### src/rtl/universal_shift_ctrl.sv
// Universal shift register: shift/rotate/load/clear, multi-bit shifts run one bit per clock.
// Latency: single-cycle ops finish on the accept edge (done next cycle); N-bit shifts take N en-edges.
// Backpressure: start is accepted only when busy=0 and en=1; en=0 freezes all state.
//
// Ports:
//   clk, rst        rising-edge clock, asynchronous active-high reset
//   en              global enable (0 holds FSM, counter, out and carry)
//   start           command strobe; mode/amount latched and pdata sampled on accept
//   mode            000 NOP, 001 SHL, 010 SHR, 011 ROL, 100 ROR, 101 ASR, 110 LOAD, 111 CLEAR
//   amount          shift distance, saturated to size
//   d               serial fill bit, sampled on every shift step
//   pdata           parallel load value
//   out, carry      register contents and last bit shifted/rotated out
//   busy, done      busy while shifting; done is a one-cycle completion pulse (held while en=0)
module universal_shift_ctrl #(
  parameter int size  = 16,
  parameter int CNT_W = $clog2(size + 1)
) (
  input  logic             clk,
  input  logic             rst,
  input  logic             en,
  input  logic             start,
  input  logic [2:0]       mode,
  input  logic [CNT_W-1:0] amount,
  input  logic             d,
  input  logic [size-1:0]  pdata,
  output logic [size-1:0]  out,
  output logic             carry,
  output logic             busy,
  output logic             done
);

  localparam logic [2:0] OP_NOP   = 3'b000;
  localparam logic [2:0] OP_SHL   = 3'b001;
  localparam logic [2:0] OP_SHR   = 3'b010;
  localparam logic [2:0] OP_ROL   = 3'b011;
  localparam logic [2:0] OP_ROR   = 3'b100;
  localparam logic [2:0] OP_ASR   = 3'b101;
  localparam logic [2:0] OP_LOAD  = 3'b110;
  localparam logic [2:0] OP_CLEAR = 3'b111;

  localparam logic [CNT_W-1:0] SIZE_C = CNT_W'(size);
  localparam logic [CNT_W-1:0] ONE_C  = CNT_W'(1);

  typedef enum logic [1:0] {IDLE, SHIFT, DONE} state_t;

  state_t           state;
  logic [CNT_W-1:0] count;
  logic [2:0]       op_q;

  logic             is_shift_op;
  logic [CNT_W-1:0] sat_amount;
  logic [size-1:0]  step_out;
  logic             step_carry;

  assign is_shift_op = (mode >= OP_SHL) && (mode <= OP_ASR);
  assign sat_amount  = (amount > SIZE_C) ? SIZE_C : amount;

  // One bit-step of the latched shift command; carry takes the bit leaving the register.
  always_comb begin
    step_out   = out;
    step_carry = carry;
    case (op_q)
      OP_SHL: begin
        step_out   = {out[size-2:0], d};
        step_carry = out[size-1];
      end
      OP_SHR: begin
        step_out   = {d, out[size-1:1]};
        step_carry = out[0];
      end
      OP_ROL: begin
        step_out   = {out[size-2:0], out[size-1]};
        step_carry = out[size-1];
      end
      OP_ROR: begin
        step_out   = {out[0], out[size-1:1]};
        step_carry = out[0];
      end
      OP_ASR: begin
        step_out   = {out[size-1], out[size-1:1]};
        step_carry = out[0];
      end
      default: begin
        step_out   = out;
        step_carry = carry;
      end
    endcase
  end

  always_ff @(posedge clk or posedge rst) begin
    if (rst) begin
      state <= IDLE;
      count <= '0;
      op_q  <= OP_NOP;
      out   <= '0;
      carry <= 1'b0;
      busy  <= 1'b0;
      done  <= 1'b0;
    end else if (en) begin
      case (state)
        IDLE, DONE: begin
          if (start) begin
            op_q <= mode;
            if (is_shift_op && (amount != '0)) begin
              // Accept edge only arms the counter; the first step happens on the next en edge.
              count <= sat_amount;
              state <= SHIFT;
              busy  <= 1'b1;
              done  <= 1'b0;
            end else begin
              // NOP, LOAD, CLEAR and zero-distance shifts complete on the accept edge.
              // A zero-distance shift moves nothing, so out and carry are left alone.
              case (mode)
                OP_LOAD:  out <= pdata;
                OP_CLEAR: begin
                  out   <= '0;
                  carry <= 1'b0;
                end
                default: ;
              endcase
              state <= DONE;
              busy  <= 1'b0;
              done  <= 1'b1;
            end
          end else begin
            state <= IDLE;
            busy  <= 1'b0;
            done  <= 1'b0;
          end
        end
        SHIFT: begin
          // start is deliberately not looked at here: commands are not queued.
          out   <= step_out;
          carry <= step_carry;
          count <= count - ONE_C;
          if (count == ONE_C) begin
            state <= DONE;
            busy  <= 1'b0;
            done  <= 1'b1;
          end
        end
        default: begin
          state <= IDLE;
          busy  <= 1'b0;
          done  <= 1'b0;
        end
      endcase
    end
  end

endmodule

### config.mk
export PLATFORM = sky130hd
export DESIGN_NAME = universal_shift_ctrl
export DESIGN_NICKNAME = d
export VERILOG_FILES = /design/src/rtl/universal_shift_ctrl.sv
export SDC_FILE = /design/constraint.sdc
export NUM_CORES = 1
export LEC_CHECK = 0
export ABC_AREA = 0
export ABC_CLOCK_PERIOD_IN_PS = 2000
export BUFFER_PORTS_ARGS = -buffer_cell sky130_fd_sc_hd__clkbuf_2
export CAP_MARGIN = 10
export CELL_PAD_IN_SITES_DETAIL_PLACEMENT = 1
export CELL_PAD_IN_SITES_GLOBAL_PLACEMENT = 1
export CORE_MARGIN = 4
export CORE_UTILIZATION = 39
export DETAILED_ROUTE_END_ITERATION = 8
export PLACE_DENSITY_LB_ADDON = 0.1
export SLEW_MARGIN = 10
export SYNTH_ARGS = -nofsm -noshare
export SYNTH_HDL_FRONTEND = slang
export SYNTH_SLANG_ARGS = --single-unit
### constraint.sdc
create_clock -name clk -period 2 [get_ports clk]
set_clock_uncertainty 0.15 [all_clocks]
set_input_delay 0.1 -clock clk [delete_from_list [all_inputs] [get_ports clk]]
set_output_delay 0.1 -clock clk [all_outputs]
set_load 0.01 [all_outputs]
==> results of run 1 <==
[registers in the layout, indices dropped and copies added (netlist names)]
| name | cells |
|---|---|
| out | 16 |
| count | 5 |
| op_q | 3 |
| state | 2 |
| busy | 1 |
| carry | 1 |
[power by group through the flow]
stage	registers, mW	logic [mW]	clock network, mW
finish	1.11	1.44	0.352
global route	1.16	1.61	0.386
CTS	1.11	1.45	0.372
detailed placement	1.12	1.42	0
global placement	1.10	1.37	0
floorplan	1.10	0.937	0
[final timing paths]
kind	from	to	cells after the start
worst max-delay path	amount[2]	count[2]$_DFFE_PP0P_	7
worst min register to register	busy$_DFFE_PP0P_	busy$_DFFE_PP0P_	1
worst max register to register	state[1]$_DFFE_PP0P_	out[15]$_DFFE_PP0P_	5
worst min-delay path	pdata[8]	out[8]$_DFFE_PP0P_	3
max in group asynchronous	rst	op_q[2]$_DFFE_PP0P_	4
min in group asynchronous	rst	count[0]$_DFFE_PP0P_	4
[routing by layer]
metal | vias up | track usage
met4 | 0 | 0.0395
li1 | 787 | -
met1 | 815 | 0.249
met5 | - | 0
met3 | 6 | 0.0307
met2 | 30 | 0.324
[placed cells by master, fill, tap and decap left out, drive strengths merged, types with 5 or more instances in the layout]
cell	Yosys	routed
a22oi	15	15
dfrtp	28	28
o21ai	7	7
a21oi	18	18
dlygate4sd3	0	16
clkbuf	4	50
inv	5	5
nand2	9	9
mux2	21	21
nor2	20	20
buf	8	11
[cells by family (layout without fill, tap and decap cells)]
kind of cell / count (synthesis) / count (layout) / synth area share
flops: 28 / 28 / 0.401
buf+inv: 17 / 82 / 0.0537
fa+ha+maj: 2 / 2 / 0.0143
compound gates: 60 / 60 / 0.243
simple gates: 47 / 47 / 0.132
mux: 23 / 23 / 0.156
[critical path: cells and delay by family]
kind	cells	cell delay, ns
AND/OR/NAND/NOR	1	0.54
buffers and inverters	2	0.71
AO/OA/AOI/OAI	4	0.60
[through the flow]
step	power, mW	std cells	hold WS, ns	area [um^2]
after floorplan	2.04	177	0.0154	1750
after global placement	2.47	271	0.0203	2060
after detailed placement	2.54	271	0.0263	2060
after CTS	2.93	291	0.000881	2270
after global routing	3.16	294	0.00943	2300
final	2.91	294	0.00247	2300
[what timing repair did]
action,in CTS,in global routing
endpoints found under the setup margin,0,10
gates resized for setup,0,3
buffers inserted,0,4
hold buffers,16,0
hold endpoints to repair,43,0
[final cells by class]
type	instances	area, um^2
sequential	28	704
timing repair buffer	73	498
multi-input combinational	132	962
tap	52	65.1
inverter	5	18.8
clock buffer	4	55.1
fill	511	2050
==> summary.txt, run 1 <==
Outcome
  – Status: complete, no violations

Layout
  – N_diodes: 0
  – Share of cells above drive strength 1: 0.384
  – Final Util: 0.529
  – Nets: 274
  – Synthesis-to-layout area growth: 31.9%

Logic synthesis
  – Ys flop type: dfrtp_1
  – Avg Inst Size Synth: 9.87 um^2
  – Syn Nets: 208
  – Top cells by count, synth: dfrtp_1, mux2_2, a21oi_1, nor2_1, a22oi_1
  – Synth cell types: 46
  – Post-synth EDFFs: 0
  – Gate Count Post-Synth: 177
  – Synth area leader: dfrtp_1
  – Async S/R FF share, synth: 1.00
  – Number of register bits inferred by synthesis: 28
  – Synth top area cells: dfrtp_1, mux2_2, a22oi_1, a21oi_1, nor2_1
  – Cell Area, Synth: 1750 um^2
  – Ys Warns: 0
  – Post-synthesis sequential area ratio: 0.401
  – Post-synth top area share: 0.401
  – Cell with the most instances after synthesis: dfrtp_1

Clock tree
  – CTS tree: done
  – Clock-pin slew on the worst setup and hold paths: 0.09 ns
  – Root Driver: clkbuf_8
  – # H-tree levels: 1
  – Latest clock arrival within the worst-skew pair: 0.28 ns
  – CTS max path bufs: 2
  – Sink Count: 28
  – CTS Buf Count: 3

Floorplanning
  – Num ports: 48
  – Die Span X: 74.9 um
  – Core area: 4350 um^2
  – Initial core utilization: 0.401
  – Die H: 74.9 um
  – Rows: 24
  – Die area: 5610 um^2

STA
  – Final WS setup: 0.0857 ns
  – Worst-Margin Slew: 0.644 ns
  – Fmax: 522 MHz
  – Fin. Hold Viols: 0
  – RSZ-0062 raised after global routing: no
  – Final critical-path share of the clock period: 0.957
  – Setup tns final: 0 ns
  – Final Max Slew Viols: 0
  – Slew margin rel.: 0.571
  – Shortest period the worst path allows: 1.91 ns
  – Setup violators final: 0

Placed design
  – GP Congestion: 0.788
  – Worst slack at placement: 0.0695 ns
  – Port Buffer Count: 47
  – HPWL Detailed: 3560 um

Drt
  – WL met2: 2550 um
  – 1st-pass router iterations: 4
  – Routed len/inst: 16.7 um
  – DR top layer: met4
  – Final ANT Viol Nets: 0
  – Met1 wire length: 2140 um
  – Vias/cell: 5.57
  – Met3 WL post-DR: 163 um
  – Post-route DRC violation count: 0
  – Routed WL: 4910 um
  – Starting DRT DRC Count: 73
  – Vias: 1638

Global route
  – Initial antenna violation count: 0
  – Gr usage total: 0.188
  – Vias in the first global route: 1719
  – Largest net degree at the start of global routing: 31
  – Grt total ovfl: 0
  – First-pass GRT wire length: 8290 um

Worst hold path
  – HP Class: input port to register

Pwr
  – Sw Pwr: 1.17 mW
  – Clock Power Share: 0.121
  – Reg power frac: 0.382
  – Switching share of power: 0.402
  – Leakage: 1.01 nW
  – Max VDD drop: 607 uV
  – Logic pwr share: 0.497
  – Pwr per Cell Area: 1260 nW/um^2
  – Int Pwr: 1.74 mW

Worst setup path
  – Required time worst endpoint: 2.05 ns
  – Startpoint types: input port
  – Cells along the critical path: dlygate4sd3_1 -> or4_4 -> o211ai_4 -> buf_4 -> o21ai_0 -> o2bb2ai_1 -> a2bb2oi_1
  – Critical path endpoint category: register
  – Arrival @ worst endpoint: 1.96 ns
  – Worst-path maximum fanout: 3
  – Reg2reg setup slack: 0.12 ns
  – Worst setup path class: input port to register
  – CP max stage cell: dlygate4sd3_1
  – CP max stage delay: 0.56 ns

Flow run
  – MaxCap Viol Count: 0
(Power assumes the default switching activity.)
==> run 2: changes to the inputs <==
--- a/config.mk
+++ b/config.mk
@@ -14,7 +14,7 @@
 export CORE_MARGIN = 4
 export CORE_UTILIZATION = 39
 export DETAILED_ROUTE_END_ITERATION = 8
-export PLACE_DENSITY_LB_ADDON = 0.1
+export PLACE_DENSITY = 0.76
 export SLEW_MARGIN = 10
 export SYNTH_ARGS = -nofsm -noshare
 export SYNTH_HDL_FRONTEND = slang
==> summary.txt, run 2 (synthesis gave the netlist of run 1 again) <==
Outcome
  – Status: complete, no violations

Pwr
  – Switching share of power: 0.396 (-0.00550)
  – Int Pwr: 1.82 mW (+4.6%)
  – Reg power frac: 0.369 (-0.013)
  – Logic pwr share: 0.479 (-0.018)
  – Leakage: 1.01 nW (-0.29%)
  – Clock Power Share: 0.152 (+0.031)
  – Max VDD drop: 482 uV (-21%)
  – Sw Pwr: 1.19 mW (+2.2%)
  – Pwr per Cell Area: 1310 nW/um^2 (+3.6%)

Clock tree
  – Latest clock arrival within the worst-skew pair: 0.28 ns (about the same)
  – Sink Count: 28 (unchanged)
  – Clock-pin slew on the worst setup and hold paths: 0.10 ns (about the same)
  – # H-tree levels: 1 (unchanged)
  – CTS tree: done
  – Root Driver: clkbuf_8
  – CTS max path bufs: 2 (unchanged)
  – CTS Buf Count: 3 (unchanged)

Layout
  – Synthesis-to-layout area growth: 31.9% (about the same)
  – Final Instance Count excl. Fillers: 292 (-0.68%)
  – Commonest non-fill, non-tap cells in the layout: clkbuf_2, dfrtp_1, mux2_2, dlygate4sd3_1
  – Share of cells above drive strength 1: 0.358 (-0.0260)
  – Nets: 272 (-0.73%)
  – Top Registers: out: 16 flops, count: 5 flops, op_q: 3 flops
  – Reg with most FFs: out
  – Commonest non-fill, non-tap cell in the layout: clkbuf_2
  – Largest register FFs: 16 (unchanged)
  – N_diodes: 0 (unchanged)
  – Final Util: 0.529 (about the same)

STA
  – Worst-Margin Slew: 0.636 ns (-0.00705 ns)
  – Slew margin rel.: 0.576 (+0.00470)
  – Final Max Slew Viols: 0 (unchanged)
  – RSZ-0062 raised after global routing: yes
  – Shortest period the worst path allows: 1.92 ns (+0.00780 ns)
  – Final critical-path share of the clock period: 0.961 (+0.00390)
  – Setup violators final: 0 (unchanged)
  – Fmax: 520 MHz (-0.41%)
  – Fin. Hold Viols: 0 (unchanged)
  – Setup tns final: 0 ns (unchanged)

Global route
  – First-pass GRT wire length: 8540 um (+3.0%)
  – Gr usage total: 0.197 (+0.00874)
  – Largest net degree at the start of global routing: 31 (unchanged)
  – Vias in the first global route: 1729 (+0.58%)
  – Initial antenna violation count: 0 (unchanged)
  – Grt total ovfl: 0 (unchanged)

Drt
  – Routed WL: 5130 um (+4.4%)
  – Post-route DRC violation count: 0 (unchanged)
  – Final ANT Viol Nets: 0 (unchanged)
  – Vias/cell: 5.58 (about the same)
  – Routed len/inst: 17.6 um (+5.1%)
  – Starting DRT DRC Count: 139 (+90%)
  – 1st-pass router iterations: 2 (-2)
  – Vias: 1628 (-0.61%)

Floorplanning
  – Die area: 5610 um^2 (unchanged)
  – Num ports: 48 (unchanged)
  – Die H: 74.9 um (unchanged)
  – Die Span X: 74.9 um (unchanged)
  – Initial core utilization: 0.401 (unchanged)
  – Rows: 24 (unchanged)
  – Core area: 4350 um^2 (unchanged)

Placed design
  – GP Congestion: 0.749 (-4.9%)
  – Placed cell count: 271 (unchanged)
  – HPWL Detailed: 3360 um (-5.6%)
  – Port Buffer Count: 47 (unchanged)

Flow run
  – MaxCap Viol Count: 0 (unchanged)

Worst setup path
  – Worst-path maximum fanout: 5 (+2)
  – Startpoint types: input port
  – Arrival @ worst endpoint: 1.95 ns (about the same)
  – Worst setup path class: input port to register
  – Required time worst endpoint: 2.03 ns (-0.02 ns)
  – Critical path endpoint category: register

Worst hold path
  – HP Class: input port to register
==> run 2: cell count changes in the layout (fill, tap and decap cells not counted), sizes merged <==
| cell | delta |
|---|---|
| dlygate4sd3 | +3 |
| buf | -4 |
| clkbuf | -2 |
| bufinv | +1 |
==> run 2: repair_timing <==
item / 4_1_cts / 5_1_grt
setup buffers: 0 / 0
endpoints found under the setup margin: 0 / 9
gates resized for setup: 0 / 2
endpoints found under the hold margin: 46 / 0
hold buffers: 19 / 0
==> run 2: worst paths after layout <==
kind,start,to,slack [ns],cells past startpoint
setup / recovery,amount[2],count[3]$_DFFE_PP0P_,0.08,6
hold / removal,pdata[4],out[4]$_DFFE_PP0P_,0.004,3
setup reg to reg,op_q[0]$_DFFE_PP0P_,out[13]$_DFFE_PP0P_,0.08,6
hold reg to reg,busy$_DFFE_PP0P_,busy$_DFFE_PP0P_,0.35,1
max in group asynchronous,rst,op_q[2]$_DFFE_PP0P_,1.14,4
min in group asynchronous,rst,count[2]$_DFFE_PP0P_,0.26,4
==> run 2: final cells by class <==
class                   count  area (um^2)
repair buffers             71          493
inverters                   5         18.8
clock inverters             1         30.0
clock buffers               3         41.3
fillers                   507         2050
multi-input cells         132          955
flip-flops and latches     28          702
well taps                  52         65.1
==> run 2: power groups by stage <==
stage	Clock, mW	Sequential, mW	Combinational (mW)
after detailed placement	0	1.11	1.41
after CTS	0.470	1.10	1.45
after floorplan	0	1.10	0.937
after global placement	0	1.11	1.37
after global routing	0.487	1.16	1.61
final	0.458	1.11	1.44
==> run 2: worst max-delay path: stages <==
cell,delay (ns)
dlygate4sd3_1,0.56
or4_4,0.55
o211ai_4,0.27
nor2_2,0.06
o21a_1,0.21
o21a_1,0.20
==> run 2: routing by layer <==
layer | GRT usage | vias to the layer above | wire (um)
li1 | - | 779 | -
met4 | 0.0593 | 0 | 64
met1 | 0.270 | 817 | 2350
met3 | 0.0374 | 6 | 141
met2 | 0.314 | 26 | 2570
met5 | 0 | - | 0
==> run 2: per-stage QoR <==
step                      hold slack [ns]  power (mW)  worst slack (ns)  area [um^2]
after floorplan                    0.0154        2.04             0.159         1750
after global placement             0.0189        2.48             0.157         2050
after detailed placement           0.0279        2.52             0.101         2050
after CTS                         0.00789        3.03            0.0398         2310
after global routing               0.0264        3.25         -0.000660         2300
final                             0.00378        3.01            0.0779         2300
